`src/rtl/maze_cell_store.sv`:
```
// Maze cell store: 1 bit per cell (1 = wall), written by the generator and read by the
// display path with a fixed 2-cycle pipelined latency, plus a built-in clear sequencer.
module maze_cell_store #(
  parameter int   WIDTH      = 30,
  parameter int   HEIGHT     = 40,
  parameter int   ADDR_W     = 11,
  parameter logic INIT_VALUE = 1'b1
) (
  input  logic              clock,
  input  logic              resetApp,
  input  logic              init_start,
  output logic              init_busy,
  output logic              init_done,
  input  logic              wr_en,
  input  logic [ADDR_W-1:0] wr_addr,
  input  logic              wr_data,
  input  logic              rd_en,
  input  logic [ADDR_W-1:0] rd_addr,
  output logic              rd_valid,
  output logic              rd_data,
  output logic              rd_oob
);

  localparam int                N    = WIDTH * HEIGHT;
  localparam logic [ADDR_W:0]   N_W  = (ADDR_W + 1)'(N);
  localparam logic [ADDR_W-1:0] LAST = ADDR_W'(N - 1);

  typedef enum logic [1:0] {IDLE, CLEAR, READY} state_t;

  state_t            state, state_nxt;
  logic [ADDR_W-1:0] cnt, cnt_nxt;
  logic              done_nxt;

  logic              mem [N];
  logic              mem_we;
  logic [ADDR_W-1:0] mem_addr;
  logic              mem_din;

  logic              vld_p1;
  logic              oob_p1;
  logic              data_p1;

  function automatic logic in_range(input logic [ADDR_W-1:0] a);
    return {1'b0, a} < N_W;
  endfunction

  // A new init_start always wins, so a pass in progress restarts without a done pulse.
  always_comb begin
    state_nxt = state;
    cnt_nxt   = cnt;
    done_nxt  = 1'b0;
    if (init_start) begin
      state_nxt = CLEAR;
      cnt_nxt   = '0;
    end else if (state == CLEAR) begin
      if (cnt == LAST) begin
        state_nxt = READY;
        done_nxt  = 1'b1;
      end else begin
        cnt_nxt = cnt + 1'b1;
      end
    end
  end

  always_ff @(posedge clock or posedge resetApp) begin
    if (resetApp) begin
      state     <= IDLE;
      cnt       <= '0;
      init_done <= 1'b0;
    end else begin
      state     <= state_nxt;
      cnt       <= cnt_nxt;
      init_done <= done_nxt;
    end
  end

  assign init_busy = (state == CLEAR);

  // Single write port shared by the clear sequencer and the generator.
  always_comb begin
    mem_we   = 1'b0;
    mem_addr = '0;
    mem_din  = 1'b0;
    if (state == CLEAR) begin
      mem_we   = 1'b1;
      mem_addr = cnt;
      mem_din  = INIT_VALUE;
    end else if (state == READY && wr_en && in_range(wr_addr)) begin
      mem_we   = 1'b1;
      mem_addr = wr_addr;
      mem_din  = wr_data;
    end
  end

  always_ff @(posedge clock) begin
    if (mem_we) begin
      mem[mem_addr] <= mem_din;
    end
  end

  // Stage 1: register flags and sample the array on the request edge (read-first).
  always_ff @(posedge clock or posedge resetApp) begin
    if (resetApp) begin
      vld_p1 <= 1'b0;
    end else begin
      vld_p1 <= rd_en;
    end
  end

  always_ff @(posedge clock) begin
    if (rd_en) begin
      oob_p1  <= !in_range(rd_addr);
      data_p1 <= (state == READY && in_range(rd_addr)) ? mem[rd_addr] : INIT_VALUE;
    end
  end

  // Stage 2: output registers hold their last response while rd_valid is low.
  always_ff @(posedge clock or posedge resetApp) begin
    if (resetApp) begin
      rd_valid <= 1'b0;
      rd_data  <= 1'b0;
      rd_oob   <= 1'b0;
    end else begin
      rd_valid <= vld_p1;
      if (vld_p1) begin
        rd_data <= data_p1;
        rd_oob  <= oob_p1;
      end
    end
  end

endmodule
```
`config.mk`:
```
export PLATFORM = sky130hd
export DESIGN_NAME = maze_cell_store
export DESIGN_NICKNAME = d
export VERILOG_FILES = /design/src/rtl/maze_cell_store.sv
export SDC_FILE = /design/constraint.sdc
export NUM_CORES = 2
export LEC_CHECK = 0
export CORE_UTILIZATION = 45
export CTS_BUF_LIST = sky130_fd_sc_hd__clkbuf_16
export DETAILED_ROUTE_END_ITERATION = 16
export PLACE_DENSITY = 0.62
export SLEW_MARGIN = 20
export SYNTH_ARGS = -nofsm -noshare
export SYNTH_HDL_FRONTEND = slang
export SYNTH_SLANG_ARGS = --single-unit
```
`constraint.sdc`:
```
create_clock -name clock -period 21.8 [get_ports clock]
set_input_delay 3.27 -clock clock [delete_from_list [all_inputs] [get_ports clock]]
set_output_delay 3.27 -clock clock [all_outputs]
set_load 0.01 [all_outputs]
```
==> impl_metrics.json <==
{
  "first_iter_violations": 4596,
  "dp_slack_ns": 12.97,
  "yosys-top-cells-area": "edfxtp_1 (68%), mux4_2 (12%), nor2_1 (8.7%), mux2i_1 (2.0%), buf_2 (1.4%)",
  "final_cell_mix": "nor2_1 (1233), edfxtp_1 (1202), mux4_2 (289), clkbuf_16 (136), mux2i_1 (105)",
  "layout_commonest_cell": "nor2_1",
  "clock_path_buffers": 3,
  "cts.clk_slew.worst_paths_ns": 0.06,
  "combPwrFrac_pct": 4.3,
  "layout_min_cycle_time_ns": 8.12,
  "final_max_slew_viol_count": 0,
  "grt_use_met2_pct": 37.3,
  "stdcell_area_um2": 58400,
  "reg2reg_depth": 7,
  "cts_tree": "built",
  "wl_per_cell_um": 27.8,
  "synthesis.area_um2": 53100,
  "async_flop_share_pct": 1.48,
  "hpwl_um": 73200,
  "grt_overflow": 0,
  "cts_buffers": 132,
  "placed_area_um2": 54300,
  "yosysWarnings": 0,
  "grt_pass1_wl_um": 205000,
  "drcViolationCount": 0,
  "vias": 31290,
  "core-area_um2": 117000,
  "area_growth_syn_to_layout_pct": 9.99,
  "p_sw_mw": 1.04,
  "startpoint": "wr_addr[4]",
  "required_ns": 22.16,
  "antenna_found_initial": 4,
  "p_int_mw": 3.80,
  "grt-busiest-layer": "met2",
  "min_from": "vld_p1$_DFF_PP0_",
  "io_buffers": 32,
  "hold_buffers": 0,
  "drive_gt1_share_pct": 17.4,
  "synth_xor_area_share_pct": 0.132,
  "initial_core_util_pct": 45.5,
  "first_pass_iters": 8,
  "ant_nets": 0,
  "setup_ws_ns": 13.68,
  "post_cts_resized": 0,
  "slew_headroom_pct": 14.5,
  "met3_usage_pct": 4.46,
  "fmax_ghz": 0.123,
  "maxCapViolations": 0,
  "rows": 125,
  "grt_use_met1_pct": 33.7,
  "seq_area_frac_synth_pct": 68.8,
  "r2r-start": "state[0]$_DFFE_PP0P_",
  "synth_compound_area_share_pct": 2.66,
  "fin_crit_sh_pct": 37.3,
  "setup_tns_ns": 0,
  "r2r_setup_slack_ns": 16.68,
  "synth.area.mux_share_pct": 14.3,
  "syn_avg_cell_area_um2": 14.7,
  "start_kind": "input pin",
  "synthDominantCellAreaShare_pct": 68.0,
  "worstMarginPinSlew_ns": 1.28,
  "vdd_drop_max_mv": 0.0650,
  "final_core_util_pct": 50.1,
  "fin_cells": 5153,
  "p_leak_nw": 17.3,
  "min_path_type": "reg -> reg",
  "synth_simple_gate_area_share_pct": 10.7,
  "pwr-share-clk_pct": 43.2,
  "worstSetupPathType": "in -> reg",
  "track_usage_pct": 23.8,
  "synthAdderAreaFrac_pct": 0.0236,
  "post_cts_buffers": 0,
  "synth_edf_count": 1202,
  "cp-endpoint": "mem[1140]$_DFFE_PP_",
  "p_per_area_nw_per_um2": 82.8,
  "dieWidth_um": 346,
  "path_max_fanout": 121,
  "crit_path_end_kind": "flip-flop",
  "synth.net_count": 3649,
  "wirelength_um": 143000,
  "synth_cells": 3620,
  "arrival_ns": 8.48,
  "synth-seq-cells": 1220,
  "synth_cell_type_count": 64,
  "grt_pass1_vias": 30306,
  "nets": 3553,
  "finalWeightedCongestion": 0.800,
  "seqPwrFrac_pct": 52.5,
  "nFillCells": 9957,
  "grt_max_degree": 294,
  "final.setup_skew_ns": 0.0243,
  "synth_top_family_by_area": "multiplexers",
  "final-hold-violation-count": 0,
  "ctsHtreeMaxLevel": 4,
  "outcome": "complete, no violations",
  "root_buffer": "clkbuf_16",
  "die_area_um2": 119000,
  "finalSetupViolations": 0,
  "synthFlopType": "edfxtp_1",
  "ios": 33,
  "hold-worst-slack_ns": 0.461,
  "die_h_um": 346,
  "antenna_cells": 0,
  "clk_latency_ns": 0.73,
  "r2r-end": "mem[1140]$_DFFE_PP_",
  "total_power_mw": 4.84,
  "cts_sinks": 1220,
  "rsz0062_at_grt": "no",
  "switching_share_pct": 21.5,
  "dp.cells": 4914,
  "synth_largest_area_cell": "edfxtp_1",
  "vias_per_cell": 6.07
}
## cells in the mapped netlist, drive strengths merged (21+ instances only)
master and n:
nand2 115, a22oi 48, clkbuf 109, edfxtp 1202, buf 233, a221oi 25, mux2i 105, nand3 21
mux4 289, nor2 1236, nor3 21, o21ai 30, a21oi 29
## power groups by stage
stage	Combinational, mW	Sequential [mW]	Clock [mW]
6_report	0.207	2.54	2.09
5_1_grt	0.215	2.54	2.20
4_1_cts	0.207	2.54	2.12
3_5_place_dp	0.206	2.59	0
3_3_place_gp	0.206	2.59	0
2_1_floorplan	0.135	2.59	0
## worst max-delay path: stages
cell	delay, ns
clkdlybuf4s50_1	0.48
a21o_1	0.24
a211o_1	0.31
a21oi_2	0.71
nand2_1	0.21
nand2_4	0.62
buf_4	0.75
buf_4	0.80
buf_4	0.91
## state kept, by name, indices dropped and copies added (netlist names)
register / count
data_p1: 1
vld_p1: 1
state: 2
mem: 1200
rd_oob: 1
init_done: 1
cnt: 11
oob_p1: 1
rd_valid: 1
rd_data: 1
## area by class of cell
| cell class | instances | area, µm² | share of cell area [%] |
|---|---|---|---|
| clock inverter | 103 | 626 | 1.07 |
| clock buffer | 136 | 3400 | 5.82 |
| timing repair buffer | 112 | 960 | 1.64 |
| inverter | 10 | 37.5 | 0.0642 |
| tap | 1524 | 1910 | 3.26 |
| sequential | 1220 | 36500 | 62.5 |
| multi-input combinational | 2048 | 14900 | 25.6 |
## metal layers
layer | share of wire [%] | vias to the layer above | wire [µm]
li1 | - | 13146 | -
met1 | 41 | 16476 | 58100
met2 | 47 | 1433 | 67500
met3 | 9.4 | 235 | 13500
met4 | 2.8 | 0 | 4010
met5 | 0 | - | 0
## cells by family after synthesis
family / Yosys count
buf+inv: 352
xor+xnor: 8
flops: 1220
compound gates: 195
mux: 398
fa+ha+maj: 1
simple gates: 1446
## worst min-delay path by stage
| stage | endpoint | depth (start not counted) |
|---|---|---|
| floorplan | rd_valid$_DFF_PP0_ | 0 |
| global placement | rd_valid$_DFF_PP0_ | 0 |
| detailed placement | rd_valid$_DFF_PP0_ | 0 |
| CTS | rd_valid$_DFF_PP0_ | 0 |
| global route | rd_valid$_DFF_PP0_ | 0 |
| finish | rd_valid$_DFF_PP0_ | 0 |
Note: power is estimated with default switching activity, not from simulation.
